File: src/rtl/uart_hex_cmd_engine.sv
// ASCII hex command engine: parses R/W/? commands from a UART byte stream, runs one
// req/ack bus transaction per command and streams the ASCII reply back to the transmitter.
module uart_hex_cmd_engine #(
  parameter int ADDR_W  = 32,
  parameter int DATA_W  = 32,
  parameter int TIMEOUT = 1024
) (
  input  logic              clk_i,
  input  logic              rst_ni,
  input  logic              rx_stb_i,
  input  logic [7:0]        rx_data_i,
  output logic              tx_stb_o,
  output logic [7:0]        tx_data_o,
  input  logic              tx_busy_i,
  output logic              bus_req_o,
  output logic              bus_we_o,
  output logic [ADDR_W-1:0] bus_addr_o,
  output logic [DATA_W-1:0] bus_wdata_o,
  input  logic [DATA_W-1:0] bus_rdata_i,
  input  logic              bus_ack_i,
  output logic [7:0]        err_cnt_o,
  output logic              busy_o
);

  localparam int NA    = ADDR_W / 4;
  localparam int ND    = DATA_W / 4;
  localparam int MAXD  = (NA > ND) ? NA : ND;
  localparam int CNT_W = $clog2(MAXD + 1) + 1;
  localparam int IDX_W = $clog2(ND + 2);
  localparam int TMO_W = $clog2(TIMEOUT);

  localparam logic [7:0] CR = 8'h0D;
  localparam logic [7:0] LF = 8'h0A;
  localparam logic [7:0] SP = 8'h20;

  typedef enum logic [3:0] {
    S_IDLE, S_QRY, S_ADDR, S_SEP, S_DATA, S_EXEC, S_WAIT, S_RESP, S_DRAIN
  } state_e;

  typedef enum logic [1:0] {RSP_RD, RSP_OK, RSP_ER} resp_e;

  state_e            state_q;
  resp_e             resp_q;
  logic              we_q;
  logic [CNT_W-1:0]  cnt_q;
  logic [ADDR_W-1:0] addr_q;
  logic [DATA_W-1:0] data_q;
  logic [ADDR_W-1:0] bus_addr_q;
  logic [DATA_W-1:0] bus_wdata_q;
  logic              bus_we_q;
  logic              req_q;
  logic [TMO_W-1:0]  tmo_q;
  logic [DATA_W-1:0] rdata_q;
  logic [IDX_W-1:0]  idx_q;
  logic              tx_stb_q;
  logic [7:0]        tx_data_q;
  logic              err_evt_q;
  logic [7:0]        err_cnt_q;

  logic              rx_is_hex_d;
  logic [3:0]        rx_nib_d;
  logic              rx_is_cr_d;
  logic              rx_is_sp_d;
  logic              bad_d;
  logic              ovr_d;
  logic [8:0]        err_sum_d;
  logic [7:0]        resp_byte_d;
  logic [IDX_W-1:0]  last_idx_d;

  function automatic logic [7:0] hex2asc(input logic [3:0] nib);
    return (nib < 4'd10) ? (8'h30 + {4'h0, nib}) : (8'h37 + {4'h0, nib});
  endfunction

  // NOTE: every combinational output gets a default first so no path leaves it
  // unassigned; a missing default would infer a latch.
  always_comb begin
    rx_is_hex_d = 1'b0;
    rx_nib_d    = 4'd0;
    if (rx_data_i >= "0" && rx_data_i <= "9") begin
      rx_is_hex_d = 1'b1;
      rx_nib_d    = rx_data_i[3:0];
    end else if ((rx_data_i >= "A" && rx_data_i <= "F") ||
                 (rx_data_i >= "a" && rx_data_i <= "f")) begin
      rx_is_hex_d = 1'b1;
      rx_nib_d    = rx_data_i[3:0] + 4'd9;
    end
    rx_is_cr_d = (rx_data_i == CR);
    rx_is_sp_d = (rx_data_i == SP);
  end

  // A byte that breaks the grammar of the current parse state.
  always_comb begin
    bad_d = 1'b0;
    case (state_q)
      S_IDLE: bad_d = !(rx_data_i inside {"R", "r", "W", "w", "?", CR, LF, SP});
      S_QRY:  bad_d = !rx_is_cr_d;
      S_ADDR: begin
        if (rx_is_hex_d)     bad_d = (cnt_q == CNT_W'(NA));
        else if (rx_is_cr_d) bad_d = we_q || (cnt_q != CNT_W'(NA));
        else if (rx_is_sp_d) bad_d = !we_q || (cnt_q != CNT_W'(NA));
        else                 bad_d = 1'b1;
      end
      S_SEP:  bad_d = !(rx_is_sp_d || rx_is_hex_d);
      S_DATA: begin
        if (rx_is_hex_d)     bad_d = (cnt_q == CNT_W'(ND));
        else if (rx_is_cr_d) bad_d = (cnt_q != CNT_W'(ND));
        else                 bad_d = 1'b1;
      end
      default: bad_d = 1'b0;
    endcase
  end

  assign ovr_d     = rx_stb_i && (state_q inside {S_EXEC, S_WAIT, S_RESP});
  assign err_sum_d = {1'b0, err_cnt_q} + {8'd0, err_evt_q} + {8'd0, ovr_d};

  // Response byte at idx_q; read data is consumed from the top nibble of a shifting copy.
  always_comb begin
    resp_byte_d = 8'h00;
    last_idx_d  = (resp_q == RSP_RD) ? IDX_W'(ND + 1) : IDX_W'(3);
    if (resp_q == RSP_RD) begin
      if (idx_q < IDX_W'(ND))       resp_byte_d = hex2asc(rdata_q[DATA_W-1 -: 4]);
      else if (idx_q == IDX_W'(ND)) resp_byte_d = CR;
      else                          resp_byte_d = LF;
    end else begin
      if (idx_q == IDX_W'(0))       resp_byte_d = (resp_q == RSP_OK) ? "O" : "E";
      else if (idx_q == IDX_W'(1))  resp_byte_d = (resp_q == RSP_OK) ? "K" : "R";
      else if (idx_q == IDX_W'(2))  resp_byte_d = CR;
      else                          resp_byte_d = LF;
    end
  end

  // NOTE: state is updated with non-blocking assignments only, so every read in
  // this block sees the pre-edge value regardless of statement order.
  always_ff @(posedge clk_i or negedge rst_ni) begin
    if (!rst_ni) begin
      state_q     <= S_IDLE;
      resp_q      <= RSP_OK;
      we_q        <= 1'b0;
      cnt_q       <= '0;
      addr_q      <= '0;
      data_q      <= '0;
      bus_addr_q  <= '0;
      bus_wdata_q <= '0;
      bus_we_q    <= 1'b0;
      req_q       <= 1'b0;
      tmo_q       <= '0;
      rdata_q     <= '0;
      idx_q       <= '0;
      tx_stb_q    <= 1'b0;
      tx_data_q   <= 8'h00;
      err_evt_q   <= 1'b0;
      err_cnt_q   <= 8'h00;
    end else begin
      tx_stb_q  <= 1'b0;
      err_evt_q <= 1'b0;
      err_cnt_q <= err_sum_d[8] ? 8'hFF : err_sum_d[7:0];

      if (rx_stb_i && bad_d) begin
        // A bad CR ends the command at once; anything else drains up to the next CR.
        state_q   <= rx_is_cr_d ? S_RESP : S_DRAIN;
        resp_q    <= RSP_ER;
        idx_q     <= '0;
        err_evt_q <= 1'b1;
      end else begin
        case (state_q)
          S_IDLE: if (rx_stb_i) begin
            cnt_q  <= '0;
            addr_q <= '0;
            data_q <= '0;
            if (rx_data_i inside {"R", "r"}) begin
              we_q    <= 1'b0;
              state_q <= S_ADDR;
            end else if (rx_data_i inside {"W", "w"}) begin
              we_q    <= 1'b1;
              state_q <= S_ADDR;
            end else if (rx_data_i == "?") begin
              state_q <= S_QRY;
            end
          end
          S_QRY: if (rx_stb_i) begin
            state_q <= S_RESP;
            resp_q  <= RSP_OK;
            idx_q   <= '0;
          end
          S_ADDR: if (rx_stb_i) begin
            if (rx_is_hex_d) begin
              addr_q <= (addr_q << 4) | ADDR_W'(rx_nib_d);
              cnt_q  <= cnt_q + CNT_W'(1);
            end else if (rx_is_cr_d) begin
              bus_addr_q <= addr_q;
              bus_we_q   <= 1'b0;
              state_q    <= S_EXEC;
            end else begin
              cnt_q   <= '0;
              state_q <= S_SEP;
            end
          end
          S_SEP: if (rx_stb_i && rx_is_hex_d) begin
            data_q  <= DATA_W'(rx_nib_d);
            cnt_q   <= CNT_W'(1);
            state_q <= S_DATA;
          end
          S_DATA: if (rx_stb_i) begin
            if (rx_is_hex_d) begin
              data_q <= (data_q << 4) | DATA_W'(rx_nib_d);
              cnt_q  <= cnt_q + CNT_W'(1);
            end else begin
              bus_addr_q  <= addr_q;
              bus_wdata_q <= data_q;
              bus_we_q    <= 1'b1;
              state_q     <= S_EXEC;
            end
          end
          S_EXEC: begin
            req_q   <= 1'b1;
            tmo_q   <= '0;
            state_q <= S_WAIT;
          end
          S_WAIT: begin
            if (bus_ack_i) begin
              req_q   <= 1'b0;
              rdata_q <= bus_rdata_i;
              resp_q  <= bus_we_q ? RSP_OK : RSP_RD;
              idx_q   <= '0;
              state_q <= S_RESP;
            end else if (tmo_q == TMO_W'(TIMEOUT - 1)) begin
              req_q     <= 1'b0;
              resp_q    <= RSP_ER;
              idx_q     <= '0;
              err_evt_q <= 1'b1;
              state_q   <= S_RESP;
            end else begin
              tmo_q <= tmo_q + TMO_W'(1);
            end
          end
          S_RESP: if (!tx_busy_i && !tx_stb_q) begin
            tx_stb_q  <= 1'b1;
            tx_data_q <= resp_byte_d;
            if (resp_q == RSP_RD && idx_q < IDX_W'(ND)) rdata_q <= rdata_q << 4;
            if (idx_q == last_idx_d) state_q <= S_IDLE;
            else                     idx_q   <= idx_q + IDX_W'(1);
          end
          S_DRAIN: if (rx_stb_i && rx_is_cr_d) begin
            resp_q  <= RSP_ER;
            idx_q   <= '0;
            state_q <= S_RESP;
          end
          default: state_q <= S_IDLE;
        endcase
      end
    end
  end

  assign tx_stb_o    = tx_stb_q;
  assign tx_data_o   = tx_data_q;
  assign bus_req_o   = req_q;
  assign bus_we_o    = bus_we_q;
  assign bus_addr_o  = bus_addr_q;
  assign bus_wdata_o = bus_wdata_q;
  assign err_cnt_o   = err_cnt_q;
  assign busy_o      = (state_q != S_IDLE);

endmodule

File: config.mk
export PLATFORM = sky130hd
export DESIGN_NAME = uart_hex_cmd_engine
export DESIGN_NICKNAME = d
export VERILOG_FILES = /design/src/rtl/uart_hex_cmd_engine.sv
export SDC_FILE = /design/constraint.sdc
export NUM_CORES = 1
export LEC_CHECK = 0
export ABC_AREA = 1
export BUFFER_PORTS_ARGS = -buffer_cell sky130_fd_sc_hd__buf_2
export CAP_MARGIN = 25
export CORE_MARGIN = 2
export CORE_UTILIZATION = 58
export CTS_BUF_LIST = sky130_fd_sc_hd__clkbuf_8 sky130_fd_sc_hd__clkbuf_16
export DETAILED_ROUTE_END_ITERATION = 8
export PLACE_DENSITY = 0.8
export SLEW_MARGIN = 20
export SYNTH_ARGS = -nofsm -noshare
export SYNTH_HDL_FRONTEND = slang
export SYNTH_SLANG_ARGS = --single-unit
File: constraint.sdc
create_clock -name clk_i -period 2.45 [get_ports clk_i]
set_input_delay 0.1225 -clock clk_i [delete_from_list [all_inputs] [get_ports clk_i]]
set_output_delay 0.1225 -clock clk_i [all_outputs]
set_load 0.005 [all_outputs]
Yosys cells after proc, flatten, opt, wreduce, memory -nomap -nowiden
Index checks and enable logic that the tools add are counted.
{"block": "word_totals", "reg_bits": 206, "mem_count": 0, "romBits": 0, "in_bits": 45, "ram_bits": 0, "latch_bits": 0}
{"block": "classes", "n_shift": 0, "muxes": 102, "mul": 0, "reduce_logical": 49, "n_div": 0, "eq_ne": 53, "magnitude_cmp": 8, "bitwise": 4, "n_addsub": 8}
{"cell": "$mux W32", "count": 14}
{"cell": "$pmux W32 S2", "count": 3}
{"cell": "$mux W4", "count": 28}
{"cell": "$pmux W32 S3", "count": 1}
{"cell": "$or A32 B4 Y32", "count": 2}
{"cell": "$mux W5", "count": 8}
{"cell": "$pmux W4 S9", "count": 1}
{"cell": "$eq A8 B7 Y1 const B", "count": 4}
{"cell": "$ne A3 B3 Y1 const B", "count": 10}
{"cell": "$mux W7", "count": 4}
{"cell": "$mux W1", "count": 24}
{"cell": "$ne A2 B2 Y1 const B", "count": 12}
{"cell": "$mux W10", "count": 2}
{"cell": "$pmux W10 S2", "count": 1}
{"cell": "$pmux W5 S4", "count": 1}
{"cell": "$eq A4 B3 Y1 const B", "count": 4}
{"cell": "$eq A8 B4 Y1 const B", "count": 2}
{"cell": "$eq A8 B6 Y1 const B", "count": 2}
{"cell": "$ge A8 B7 Y1 const B", "count": 2}
{"cell": "$le A8 B7 Y1 const B", "count": 2}
{"cell": "$mux W8", "count": 2}
{"cell": "$pmux W4 S4", "count": 1}
{"cell": "$reduce_and A4 Y1", "count": 4}
{"cell": "$add A6 B4 Y7 const A", "count": 2}
{"cell": "44 further kinds", "count": 88}

Longest topological paths before layout
{"block": "depth", "depth_word": 11, "mapped_depth": 18, "ltp_nobuf": 17}

Worst setup path after synthesis
No wires, ideal clock.
{"block": "synth_timing", "path_type": "register -> register", "from": "register tmo_q[0]", "to": "register idx_q[2]", "required_ns": 2.333, "setup_ns": 0.117, "arrival_time_ns": 1.886, "setup_slack_ns": 0.447, "path_stages_with_launch": 11, "synth_period_minus_slack_ns": 2.003, "path_buffers": 0, "path_cell_list": "dfrtp_1 > ha_1 > nand2_1 > nor4_1 > nand2_1 > nand2_1 > o21ai_0 > nor2_1 > nand3_2 > nand2_1 > nand2_1"}
{"block": "synth_between", "elab_chain_len": 3}
{"item": "from (decl)", "line_no": "52", "source": "logic [TMO_W-1:0] tmo_q;"}
{"item": "from (signal assigned)", "line_no": "233", "source": "tmo_q <= tmo_q + TMO_W'(1);"}
{"item": "$eq A10 B10 Y1", "line_no": "226", "source": "end else if (tmo_q == TMO_W'(TIMEOUT - 1)) begin"}
{"item": "$ne A4 B2 Y1 (no source line)"}
{"item": "$reduce_and A6 Y1 (no source line)"}
{"item": "to (signal assigned)", "line_no": "241", "source": "else idx_q <= idx_q + IDX_W'(1);"}
{"item": "to (decl)", "line_no": "54", "source": "logic [IDX_W-1:0] idx_q;"}
No other way between the ends.
A chain may end at the register's enable or synchronous reset.

Worst setup path in the final report
{"block": "layout_timing", "from": "register resp_q[0]", "to": "register state_q[0]"}
{"block": "layout_between", "elab_chain_len": 5}
{"item": "from (decl)", "line_no": "43", "source": "resp_e resp_q;"}
{"item": "from (signal assigned)", "line_no": "223", "source": "resp_q <= bus_we_q ? RSP_OK : RSP_RD;"}
{"item": "$logic_not A2 Y1", "line_no": "119", "source": "last_idx_d = (resp_q == RSP_RD) ? IDX_W'(ND + 1) : IDX_W'(3);"}
{"item": "$mux W4", "line_no": "119"}
{"item": "$eq A4 B4 Y1", "line_no": "240", "source": "if (idx_q == last_idx_d) state_q <= S_IDLE;"}
{"item": "$ne A3 B1 Y1 (no source line)"}
{"item": "$reduce_and A12 Y1 (no source line)"}
{"item": "to (signal assigned)", "line_no": "160", "source": "state_q <= rx_is_cr_d ? S_RESP : S_DRAIN;"}
{"item": "to (decl)", "line_no": "42", "source": "state_e state_q;"}
No other way between the ends.

==> impl_results.md <==
* Design area at 11,800 um^2
* Final WS setup at 0.198 ns
* Startpoint type of the worst setup path: register
* Switch Pwr at 3.90 mW
* Total number of vias at 8,378
* Gpl congestion at 0.906
* Least-Margin Pin Slew at 1.03 ns
* Final cell count without fillers at 1,578
* IO Count at 129
* PortBufs at 127
* Internal at 7.07 mW
* Worst path required time at 2.84 ns
* Final wirelength at 23,100 um
* DR pass1 iterations at 6
* WS Path Type: register to register
* Clock root buffer: clkbuf_16
* Largest net degree at the start of global routing at 78
* Num CTS Buffers at 22
* Storage cell area at 5130 um^2
* GRT overflow at 0
* Worst vdd ir at 649 uV
* DRC at 0
* Most frequent cell after synthesis: nand2_1
* Multi-input gate area at 3860 um^2
* Number of max-cap violations at 0
* HP Class: primary input to register
* Initial core utilization at 59.1%
* Post-synth cell types at 48
* Async S/R FF share, synth at 100%
* Top-area cell type share of the netlist area at 52.5%
* Synth area leaders: dfrtp_1 52%, nand2_1 14%, nand3_1 5.2%, inv_1 4.9%, o21ai_0 4.0%
* Power share of the combinational group at 30.3%
* Cell Pwr Density at 926 nW/um^2
* Placed insts at 1,502
* CP Capture Type: register
* Chip width at 134 um
* Worst Clk Skew at 0.0153 ns
* Clk pwr share at 31.3%
* Slew margin rel. at 30.6%
* Final net count at 1,403
* Post-route setup TNS at 0 ns
* Core Area at 16,500 um^2
* Reg2reg setup slack at 0.20 ns
* Gate Count Post-Synth at 1,182
* Antenna violations before repair at 0
* Post-synth top cells: 354 x nand2_1, 204 x dfrtp_1, 127 x inv_1
* Vias per inst at 5.31
* Slew Viols, Final at 0
* Critical path data arrival time at 2.64 ns
* Die Y at 134 um
* Starting DRT DRC Count at 531
* Final period util at 91.9%
* Sequential area share after synthesis at 52.7%
* Post-synth EDFFs at 0
* CTS Buffer Depth at 3
* Lkg Pwr at 6.02 nW
* DP Worst Slack at -0.000830 ns
* Post-synthesis cell area at 9730 um^2
* Vias in the first global route at 8,052
* Yosys warns at 0
* Setup violators final at 0
* Post-synth top area cell: dfrtp_1
* Status: complete, no violations
* Die area at 17,800 um^2
* TritonCTS sink count at 205
* Most used flip-flop cell after synthesis: dfrtp_1
* Minimum clock period after layout at 2.25 ns
* Area Growth Syn to Fin at 21.7%
* Synthesized area per cell at 8.23 um^2
* RSZ-0062 raised after global routing: no
* Switch share at 35.5%
* Post-DP HPWL at 14,700 um
* Sequential share of power at 38.4%
* Achievable frequency at 444 MHz
* DP Area at 10,700 um^2
* Final ANT Viol Nets at 0
* H-tree Lvls at 1
* CTS tree: built
* Clk slew on worst S/H paths at 0.06 ns
* Total GRT Usage at 26.3%
* Row count at 47
* First-pass GRT wire length at 38,400 um
* Layout cells sized above 1 at 16.8%
* Critical path peak fanout at 7
* Filler cells at 1,257
* Syn nets at 1,243
* Yosys reg bits at 205
* Power Total at 11.0 mW
* Clk_lat worst skew at 0.51 ns
* DR WL/cell at 14.6 um
* Final Hold Viols at 0
* Diode count at 0
-- what timing repair did --
| item | CTS | global route |
|---|---|---|
| hold buffers | 35 | 0 |
| setup buffers | 0 | 0 |
| pin swaps | 0 | 1 |
| setup endpoints to repair | 4 | 45 |
| gates resized for setup | 1 | 8 |
| gates cloned | 0 | 1 |
| hold endpoints to repair | 105 | 0 |
-- kinds of logic after synthesis --
group,synth area share (%)
adder cells (fa/ha/maj),2.14
other,0.0385
AO/OA/AOI/OAI,11.4
buffers and inverters,8.12
flip-flops,52.7
AND/OR/NAND/NOR,25.0
XOR/XNOR,0.540
-- power by group through the flow --
stage               clock network [mW]  registers (mW)  logic, mW
floorplan                            0            4.18       2.27
global placement                     0            4.23       3.10
detailed placement                   0            4.24       3.16
CTS                               3.49            4.18       3.24
global route                      3.61            4.26       3.77
finish                            3.43            4.21       3.33
-- through the flow --
step / util, % / hold slack, ns
2_1_floorplan: - / -0.173
3_3_place_gp: 64.9 / 0.194
3_5_place_dp: 64.9 / 0.202
4_1_cts: 71.7 / 0.0680
5_1_grt: 71.9 / 0.128
6_report: 71.9 / 0.0850
-- metal layers --
layer | vias up | part of all wire, % | track usage, %
met5 | - | 0 | 0
met4 | 0 | 3.5 | 10.8
met3 | 68 | 4.8 | 3.88
met2 | 264 | 48 | 42.9
met1 | 3913 | 44 | 35.7
li1 | 4133 | - | -
-- layout make-up --
cell class	count	area share (%)
Inverter	137	4.41
Tap cell	220	2.32
Sequential cell	205	43.3
Multi-Input combinational cell	788	32.6
Clock buffer	26	5.11
Clock inverter	14	1.28
Timing Repair Buffer	188	11.0
-- flip-flops by register name, summed over array words and instances (netlist names) --
signal / cells
bus_we_o: 1
cnt_q: 5
tmo_q: 10
tx_data_o: 7
rdata_q: 32
we_q: 1
idx_q: 4
err_evt_q: 1
resp_q: 2
state_q: 4
bus_addr_o: 32
err_cnt_o: 8
addr_q: 32
bus_req_o: 1
data_q: 32
bus_wdata_o: 32
tx_stb_o: 1
-- critical path, cell delays in order (launching register included) --
cell and delay (ns):
dfstp_2 0.57, nor2_2 0.08, ha_1 0.28, nand2_1 0.04
nor4_1 0.45, inv_1 0.09, a21oi_1 0.28, nand3_1 0.19
nand2_1 0.10, nand2_1 0.06
-- path summary, 6_finish.rpt --
path | to | cells past startpoint | startpoint
setup / recovery | state_q[0] | 9 | resp_q[0]
hold / removal | we_q | 4 | rx_data_i[4]
setup reg to reg | state_q[0] | 9 | resp_q[0]
hold reg to reg | bus_addr_o[29] | 2 | bus_addr_o[29]
max in group asynchronous | addr_q[2] | 3 | rst_ni
min in group asynchronous | bus_wdata_o[16] | 2 | rst_ni
-- cell usage in the layout, fill, tap and decap left out, drive strengths merged --
master,n
nand4,8
xor2,4
o311ai,1
a32oi,1
dfrtp,204
o21ai,133
nor4,3
clkbuf,27
o211ai,31
xnor2,2
nand3,106
buf,152
inv,139
o22ai,1
and3,1
conb,1
fa,1
nand3b,3
ha,15
or2,1
a21oi,20
nand2,361
a31oi,3
clkinv,9
o31ai,3
a221oi,1
nor3,11
a211oi,2
dfstp,1
dlygate4sd3,35
a21boi,1
nor2,73
bufinv,3
a2bb2oi,1
No activity file was read; power rests on OpenSTA's default activity.
